<file path="src/rtl/counter_pkg.sv">
// -----------------------------------------------------------------------------
// counter_pkg
// Shared encodings for the counter and timer family.
//   DIR_UP / DIR_DN     : values of the dir input (count up / count down)
//   MODE_WRAP / MODE_SAT: values of the sat input (wrap modulo / saturate)
// -----------------------------------------------------------------------------
package counter_pkg;

  localparam logic DIR_UP    = 1'b1;
  localparam logic DIR_DN    = 1'b0;
  localparam logic MODE_WRAP = 1'b0;
  localparam logic MODE_SAT  = 1'b1;

endpackage : counter_pkg

</file>
<file path="src/rtl/updown_next_calc.sv">
// -----------------------------------------------------------------------------
// updown_next_calc
// Purely combinational next-count computation for the up/down modulo counter.
// Works out the value the counter would take if it counted this cycle, and
// whether that count crosses a boundary.
//
// Ports:
//   q        in  WIDTH   current count (always 0 .. MAX_VAL)
//   dir      in  1       1 = up, 0 = down
//   sat      in  1       0 = wrap modulo MAX_VAL+1, 1 = saturate at rails
//   step     in  STEP_W  requested increment, clamped to MAX_VAL
//   q_next   out WIDTH   candidate next count
//   cross_up out 1       up count went past MAX_VAL
//   cross_dn out 1       down count went below 0
// -----------------------------------------------------------------------------
module updown_next_calc
  import counter_pkg::*;
#(
  parameter int WIDTH   = 8,
  parameter int MAX_VAL = 2**WIDTH - 1,
  parameter int STEP_W  = 4
) (
  input  logic [WIDTH-1:0]  q,
  input  logic              dir,
  input  logic              sat,
  input  logic [STEP_W-1:0] step,
  output logic [WIDTH-1:0]  q_next,
  output logic              cross_up,
  output logic              cross_dn
);

  // One extra bit so q + s never overflows before the boundary compare.
  localparam int             W1      = WIDTH + 1;
  localparam logic [WIDTH:0] MAX_EXT = W1'(MAX_VAL);
  localparam logic [WIDTH:0] MOD_EXT = W1'(MAX_VAL + 1);

  // Effective step: a step larger than the whole range is treated as the
  // range itself, which keeps every count to at most one wrap.
  function automatic logic [WIDTH:0] clamp_step(input logic [STEP_W-1:0] st);
    logic [WIDTH:0] st_ext;
    st_ext = W1'(st);
    return (st_ext > MAX_EXT) ? MAX_EXT : st_ext;
  endfunction

  // Result of a crossing: the rail in saturate mode, the wrapped value otherwise.
  function automatic logic [WIDTH-1:0] sat_or_wrap(input logic           mode,
                                                   input logic [WIDTH:0] wrapped,
                                                   input logic [WIDTH:0] rail);
    logic [WIDTH:0] pick;
    pick = (mode == MODE_SAT) ? rail : wrapped;
    return pick[WIDTH-1:0];
  endfunction

  logic [WIDTH:0]   s;
  logic [WIDTH:0]   q_ext;
  logic [WIDTH:0]   up_sum;
  logic [WIDTH:0]   dn_wrap;
  logic [WIDTH-1:0] dn_plain;

  always_comb begin
    s        = clamp_step(step);
    q_ext    = W1'(q);
    up_sum   = q_ext + s;
    // Only used when s > q, so the result lies in 0 .. MAX_VAL.
    dn_wrap  = q_ext + MOD_EXT - s;
    // Only used when s <= q, so s fits in WIDTH bits.
    dn_plain = q - s[WIDTH-1:0];

    q_next   = q;
    cross_up = 1'b0;
    cross_dn = 1'b0;

    if (dir == DIR_UP) begin
      if (up_sum > MAX_EXT) begin
        // Also covers saturated hold: q == MAX_VAL with s > 0.
        cross_up = 1'b1;
        q_next   = sat_or_wrap(sat, up_sum - MOD_EXT, MAX_EXT);
      end else begin
        q_next   = up_sum[WIDTH-1:0];
      end
    end else begin
      if (s <= q_ext) begin
        q_next   = dn_plain;
      end else begin
        cross_dn = 1'b1;
        q_next   = sat_or_wrap(sat, dn_wrap, '0);
      end
    end
  end

endmodule : updown_next_calc

</file>
<file path="src/rtl/updown_counter_mod.sv">
// -----------------------------------------------------------------------------
// updown_counter_mod
// Parametrised up/down modulo counter with run-time wrap/saturate selection,
// per-cycle step size, synchronous parallel load and sticky boundary flags.
//
// Ports:
//   clk       in  1       rising-edge clock
//   arst      in  1       synchronous active-high reset
//   en        in  1       count enable
//   dir       in  1       1 = up, 0 = down
//   sat       in  1       0 = wrap, 1 = saturate
//   step      in  STEP_W  increment per enabled cycle (0 = hold)
//   load      in  1       parallel load, beats en
//   load_val  in  WIDTH   load value, clamped to MAX_VAL
//   clr_flags in  1       clears ovf/udf (a same-cycle crossing wins)
//   q         out WIDTH   registered count
//   tc        out 1       terminal count for the current direction (comb)
//   evt       out 1       one-cycle pulse aligned with a crossing's result
//   ovf       out 1       sticky up-crossing flag
//   udf       out 1       sticky down-crossing flag
// -----------------------------------------------------------------------------
module updown_counter_mod
  import counter_pkg::*;
#(
  parameter int WIDTH   = 8,
  parameter int MAX_VAL = 2**WIDTH - 1,
  parameter int STEP_W  = 4
) (
  input  logic              clk,
  input  logic              arst,
  input  logic              en,
  input  logic              dir,
  input  logic              sat,
  input  logic [STEP_W-1:0] step,
  input  logic              load,
  input  logic [WIDTH-1:0]  load_val,
  input  logic              clr_flags,
  output logic [WIDTH-1:0]  q,
  output logic              tc,
  output logic              evt,
  output logic              ovf,
  output logic              udf
);

  if (MAX_VAL < 1 || MAX_VAL > (2**WIDTH) - 1 || STEP_W < 1 || STEP_W > WIDTH) begin : g_param_check
    $fatal(1, "updown_counter_mod: illegal parameters WIDTH=%0d MAX_VAL=%0d STEP_W=%0d",
           WIDTH, MAX_VAL, STEP_W);
  end

  localparam logic [WIDTH-1:0] MAX_Q = WIDTH'(MAX_VAL);

  function automatic logic [WIDTH-1:0] clamp_load(input logic [WIDTH-1:0] v);
    return (v > MAX_Q) ? MAX_Q : v;
  endfunction

  logic [WIDTH-1:0] cnt_p1;
  logic             evt_p1;
  logic             ovf_p1;
  logic             udf_p1;

  logic [WIDTH-1:0] q_next;
  logic             cross_up;
  logic             cross_dn;
  logic             count_take;
  logic             ovf_set;
  logic             udf_set;

  updown_next_calc #(
    .WIDTH   (WIDTH),
    .MAX_VAL (MAX_VAL),
    .STEP_W  (STEP_W)
  ) u_next (
    .q        (cnt_p1),
    .dir      (dir),
    .sat      (sat),
    .step     (step),
    .q_next   (q_next),
    .cross_up (cross_up),
    .cross_dn (cross_dn)
  );

  // A crossing only counts when the count is actually applied (load wins).
  assign count_take = en & ~load;
  assign ovf_set    = count_take & cross_up;
  assign udf_set    = count_take & cross_dn;

  // ---- stage p1: count, event and flag registers ----
  always_ff @(posedge clk) begin
    if (arst) begin
      cnt_p1 <= '0;
      evt_p1 <= 1'b0;
      ovf_p1 <= 1'b0;
      udf_p1 <= 1'b0;
    end else begin
      if (load) begin
        cnt_p1 <= clamp_load(load_val);
      end else if (en) begin
        cnt_p1 <= q_next;
      end
      evt_p1 <= ovf_set | udf_set;
      ovf_p1 <= ovf_set | (ovf_p1 & ~clr_flags);
      udf_p1 <= udf_set | (udf_p1 & ~clr_flags);
    end
  end

  assign q   = cnt_p1;
  assign evt = evt_p1;
  assign ovf = ovf_p1;
  assign udf = udf_p1;
  assign tc  = (dir == DIR_UP) ? (cnt_p1 == MAX_Q) : (cnt_p1 == '0);

endmodule : updown_counter_mod

</file>
<file path="config.mk">
export PLATFORM = sky130hd
export DESIGN_NAME = updown_counter_mod
export DESIGN_NICKNAME = d
export VERILOG_FILES = /design/src/rtl/counter_pkg.sv /design/src/rtl/updown_next_calc.sv /design/src/rtl/updown_counter_mod.sv
export SDC_FILE = /design/constraint.sdc
export NUM_CORES = 1
export LEC_CHECK = 0
export CORE_MARGIN = 3
export CORE_UTILIZATION = 35
export CTS_BUF_LIST = sky130_fd_sc_hd__clkbuf_16
export DETAILED_ROUTE_END_ITERATION = 6
export PLACE_DENSITY = 0.73
export SKIP_LAST_GASP = 1
export SLEW_MARGIN = 20
export SYNTH_ARGS = -nofsm -noshare
export SYNTH_HDL_FRONTEND = slang
export SYNTH_SLANG_ARGS = --single-unit
export TNS_END_PERCENT = 30
</file>
<file path="constraint.sdc">
create_clock -name clk -period 2.29 [get_ports clk]
set_input_delay 0.458 -clock clk [delete_from_list [all_inputs] [get_ports clk]]
set_output_delay 0.458 -clock clk [all_outputs]
set_load 0.1 [all_outputs]
</file>
Yosys cells after proc, flatten, opt, wreduce, memory -nomap -nowiden
Cells that the tools add are included.
- output and inout port bits: 12
- flip-flop bits (word level): 11
- input port bits: 19
- word-level logic and storage cells: 38
- muxes and demuxes: 13
- $add $sub $neg: 5
- order comparisons: 3
- bitwise operators: 10
- reductions and logical operators: 2
- equality and inequality tests: 1
- operators with widths (kind ; count):
    $mux W8 ; 8
    $sub A8 B4 Y8 ; 2
    $add A8 B4 Y9 ; 1
    $gt A9 B8 Y1 const B ; 1
    $add A8 B1 Y8 const B ; 1
    $eq A8 B8 Y1 const B ; 1
    $gt A8 B8 Y1 const B ; 1
    $le A4 B8 Y1 ; 1
    $logic_not A8 Y1 ; 1
    $sub A8 B1 Y8 const B ; 1
    $and A1 B1 Y1 ; 5
    $mux W1 ; 5
    $or A1 B1 Y1 ; 3
    $not A1 Y1 ; 2
    $reduce_bool A2 Y1 ; 1

Longest topological paths before layout
- depth in word-level cells: 7
- gate-level depth with buffers: 9

Modules after synthesis
From an unflattened synthesis, not the netlist that was laid out.
- cell total of the unflattened synthesis: 141
- area, all modules: 1231.2 µm²
- by module, submodules not included (module ; cells an instance ; instances ; area each (µm²) ; sequential area each (µm²)):
    updown_next_calc ; 86 ; 1 ; 664.4 ; 0.0
    updown_counter_mod ; 55 ; 1 ; 566.8 ; 220.2

Worst setup path before layout
Ideal clock, no wire load.
- path type: reg2out
- from: reg cnt_p1[4], in the netlist q[4]
- to: out tc
- cell stages (with the launch flop): 5
- setup slack: -1.621 ns
- arrival time: 3.453 ns
- cells stage by stage: dfxtp_1 -> buf_6 -> nor4_4 -> nand2_1 -> o21ai_0
- longest elaborated chain between the ends: 2
- RTL lines (item ; line ; text):
    start: declaration ; updown_counter_mod.sv:56 ; logic [WIDTH-1:0] cnt_p1;
    start signal: assignment ; updown_counter_mod.sv:96 ; cnt_p1 <= clamp_load(load_val);
    start signal: assignment ; updown_counter_mod.sv:98 ; cnt_p1 <= q_next;
    $eq A8 B8 Y1 or $logic_not A8 Y1 (tied branches) ; updown_counter_mod.sv:110 ; assign tc = (dir == DIR_UP) ? (cnt_p1 == MAX_Q) : (cnt_p1 == '0);
    $mux W1 (*) ; updown_counter_mod.sv:110 ;
    end: declaration ; updown_counter_mod.sv:39 ; output logic tc,
Every way passes the cells marked *; elsewhere a longest branch is shown, timed or not.

Final worst setup path
- from: in step[3]
- to: reg cnt_p1[3], in the netlist q[3]
- longest elaborated chain between the ends: 7
- RTL lines (item ; line ; text):
    start: declaration ; updown_counter_mod.sv:34 ; input logic [STEP_W-1:0] step,
    $add A8 B4 Y9 ; updown_next_calc.sv:63 ; up_sum = q_ext + s;
    $sub A8 B1 Y8 ; updown_next_calc.sv:77 ; q_next = sat_or_wrap(sat, up_sum - MOD_EXT, MAX_EXT);
    $mux W8 ; updown_next_calc.sv:50 ; pick = (mode == MODE_SAT) ? rail : wrapped;
    $mux W8 ; updown_next_calc.sv:74 ; if (up_sum > MAX_EXT) begin
    $mux W8 (*) ; updown_next_calc.sv:73 ; if (dir == DIR_UP) begin
    $mux W8 (*) ; updown_counter_mod.sv:97 ; end else if (en) begin
    $mux W8 (*) ; updown_counter_mod.sv:95 ; if (load) begin
Every way passes the cells marked *; elsewhere a longest branch is shown, timed or not. The select of a mux whose other input is x is not followed.
A chain may end at the register's enable or synchronous reset.

==> impl_results.rst <==
.. list-table::
   :header-rows: 1

   * - Metric
     - Value
   * - Run status
     - completed
   * - Total wire length
     - 3380 um
   * - Syn-to-layout area delta
     - 46.3%
   * - EDFF count, synth
     - 0
   * - Critical Path Source
     - step[3]
   * - Final Skew
     - 0.000780 ns
   * - Met2 layer wire length in the routed design
     - 1660 um
   * - Cell area after synthesis
     - 1150 um2
   * - Number of DRC violations after detailed routing
     - 0
   * - Initial core utilization
     - 37.2%
   * - Number of cells produced by synthesis
     - 146
   * - TritonCTS clock tree
     - built
   * - Yosys reg bits
     - 11
   * - I/O pin count
     - 31
   * - Sequential share of power
     - 24.9%
   * - Total setup violations reported at the end of the flow
     - 0
   * - Deepest clock path buffer count
     - 2
   * - Floorplan die area
     - 4020 um2
   * - HPWL after detailed placement
     - 2510 um
   * - Number of fill cells in the layout
     - 316
   * - Router iterations before antenna repair
     - 4
   * - Width of the die
     - 63.4 um
   * - Sinks on Clock Net
     - 11
   * - Layout cells sized above 1
     - 31.2%
   * - Amount of wire on met3 after detailed routing
     - 216 um
   * - Antenna Diode Count
     - 0
   * - Number of antenna-violating nets in the routed design
     - 0
   * - Worst Hold Class
     - reg -> reg
   * - Net Switching
     - 0.000359 W
   * - Max-slew violations
     - 0
   * - Part of the total power dissipated in combinational logic
     - 41.2%
   * - Vias per Instance
     - 5.39
   * - Floorplan die height
     - 63.4 um
   * - Proportion of synthesized flip-flops having asynchronous set or reset
     - 0%
   * - Crit Path Class
     - in -> reg
   * - Post-CTS clock slew at the launch and capture registers of the worst setup and hold paths
     - 0.04 ns
   * - Worst-skew pair later-pin latency
     - 0.24 ns
   * - Final-report hold violation count
     - 0
   * - Switching Share
     - 37.6%
   * - Top layer reached by signal wires
     - met4
   * - Clock buffers created by TritonCTS
     - 3
   * - Static Leak
     - 0.675 nW
   * - Flip-flop cell with the highest count after synthesis
     - dfxtp_1
   * - Via count of the first global-routing pass
     - 1272
   * - Power Internal
     - 0.000596 W
   * - Worst Setup End Kind
     - flop
   * - Yosys warns
     - 0
   * - Wire length per cell
     - 14.5 um
   * - Routed length on met1
     - 1420 um
   * - CP required
     - 2.40 ns
   * - Total power per unit cell area
     - 565 nW/um2
   * - Number of antenna violations at the first check in global routing
     - 0
   * - Distinct cell type count after synthesis
     - 40
   * - Worst slew margin
     - 66.4%
   * - Mapped Avg Cell Area
     - 7.91 um2
   * - Startpoint of the lowest-slack register-to-register path
     - q[0]
   * - Number of violations of the max-capacitance limit
     - 0
   * - Number of buffers inserted for hold repair after clock tree synthesis
     - 0
   * - Clk Tree Root Cell
     - clkbuf_16
   * - CP startpoint kind
     - primary input
   * - Clock share of power
     - 34.0%
   * - Total cell area at the placement stage
     - 1550 um2
   * - Post-layout net count
     - 219
   * - Final worst path period need
     - 2.20 ns
   * - Final RePlAce weighted congestion
     - 0.954
   * - Input/output buffers
     - 30
   * - Total non-filler cell area in the finished layout
     - 1690 um2
   * - Peak supply drop
     - 0.354 mV
   * - Utilization of the core after routing
     - 54.4%
   * - Startpoint of the tightest hold check path
     - ovf
   * - Register area share after synthesis
     - 19.1%
   * - Global Route Usage Sum
     - 17.9%
   * - Max Clk Rate
     - 454 MHz
   * - Share of the clock period used by the worst path
     - 96.1%
   * - Setup repair after global routing missed its margin
     - false
   * - Total number of vias
     - 1257
   * - Pin count of the biggest net entering global routing
     - 16
   * - Synthesized net count
     - 175
   * - Maximum net fanout on the critical path
     - 6
   * - Total Power Consumption
     - 0.000955 W
   * - Initial drt markers
     - 80
   * - Slew at the pin with the worst max-slew slack
     - 0.502 ns
   * - First-pass GRT wire length
     - 5730 um
   * - Core area
     - 3100 um2
   * - Standard-cell row count
     - 20
   * - Htree depth
     - 1
   * - Total congestion overflow after global routing
     - 0
   * - CP arrival
     - 2.31 ns
through the flow:
step                      hold slack, ns  std cells  setup WS, ns  setup TNS (ns)
after global routing               0.507        233        0.0161               0
after CTS                          0.479        233       -0.0174         -0.0174
after global placement             0.465        228        -0.296           -2.31
after detailed placement           0.473        228        -0.368           -2.97
final                              0.473        233        0.0895               0
after floorplan                    0.520        146        0.0710               0
critical path: stages:
cell,delay [ns]
clkdlybuf4s50_1,0.48
inv_1,0.05
ha_2,0.32
nand4_1,0.17
nand3_4,0.13
o31ai_4,0.34
a211oi_2,0.08
a211oi_2,0.20
a21oi_1,0.08
metal layers:
layer,GRT usage (%),up-vias
li1,-,613
met3,4.81,12
met2,29.9,56
met4,8.09,0
met1,21.2,576
met5,0,-
final cells by class:
cell class              count  area, um2  share of cell area, %
clock inverters             1       3.75                  0.222
inverters                  11       41.3                   2.44
well taps                  44       55.1                   3.26
clock buffers               3       75.1                   4.44
flip-flops and latches     11        238                   14.1
multi-input cells         117        873                   51.7
repair buffers             46        403                   23.9
synth_stat cells, types with 2 or more instances:
cell	instances	share of area [%]
a21oi_1	16	6.9
o21ai_0	13	5.6
nor2_1	12	3.9
dfxtp_1	11	19
inv_1	11	3.6
nand2_1	11	3.6
ha_1	8	8.7
nor3_1	6	2.6
a31oi_1	5	2.7
nand2b_1	4	2.2
nand4_1	4	2.2
nor2b_1	3	1.6
o211ai_1	3	2.0
o21a_1	3	2.0
xnor2_1	3	2.3
xor2_1	3	2.3
a211oi_2	2	2.2
buf_6	2	2.0
clkbuf_1	2	0.65
fa_1	2	3.5
nor3b_1	2	1.3
nor4_1	2	1.1
cells in the final DEF, fill, tap and decap left out, drive strengths merged, types with 3 or more instances in the layout:
cell | Yosys | routed
ha | 8 | 8
nand2 | 11 | 11
a211oi | 3 | 3
a31oi | 5 | 5
inv | 11 | 12
buf | 3 | 28
nor2 | 13 | 13
dfxtp | 11 | 11
nand2b | 4 | 4
xnor2 | 3 | 3
nor2b | 3 | 3
nor3 | 6 | 6
a21oi | 16 | 16
nor4 | 3 | 3
clkdlybuf4s50 | 0 | 15
clkbuf | 3 | 3
xor2 | 3 | 3
o21ai | 13 | 13
o211ai | 3 | 3
o21a | 3 | 3
nand4 | 4 | 4
cell families (layout without fill, tap and decap cells):
logic type      Yosys count  after routing  share of synthesized area, %
simple gates             52             52                          25.8
compound gates           49             49                          27.6
buf+inv                  18             61                          10.8
flops                    11             11                          19.1
fa+ha+maj                10             10                          12.1
xor+xnor                  6              6                          4.55
final timing paths:
kind | to | slack [ns] | cells after the start
min reg2reg | ovf | 0.47 | 2
min | ovf | 0.47 | 2
max | q[3] | 0.09 | 9
max reg2reg | q[3] | 0.16 | 9
flip-flops by register name, summed over array words and instances, names as in the netlist:
signal and count:
evt 1, ovf 1, q 8, udf 1
what timing repair did:
action                     in CTS  in global routing
resized for setup               9                  7
pin swaps                       2                  2
setup endpoints to repair       8                  7
cloned                          0                  0
setup buffers                   1                  0
power by group through the flow:
| stage | Combinational, W | Clock (W) | Sequential, W |
|---|---|---|---|
| 4_1_cts | 0.000383 | 0.000335 | 0.000237 |
| 6_report | 0.000393 | 0.000324 | 0.000237 |
| 3_3_place_gp | 0.000367 | 0 | 0.000238 |
| 5_1_grt | 0.000422 | 0.000338 | 0.000241 |
| 3_5_place_dp | 0.000371 | 0 | 0.000240 |
| 2_1_floorplan | 0.000187 | 0 | 0.000312 |
Note: power is estimated with default switching activity, not from simulation.
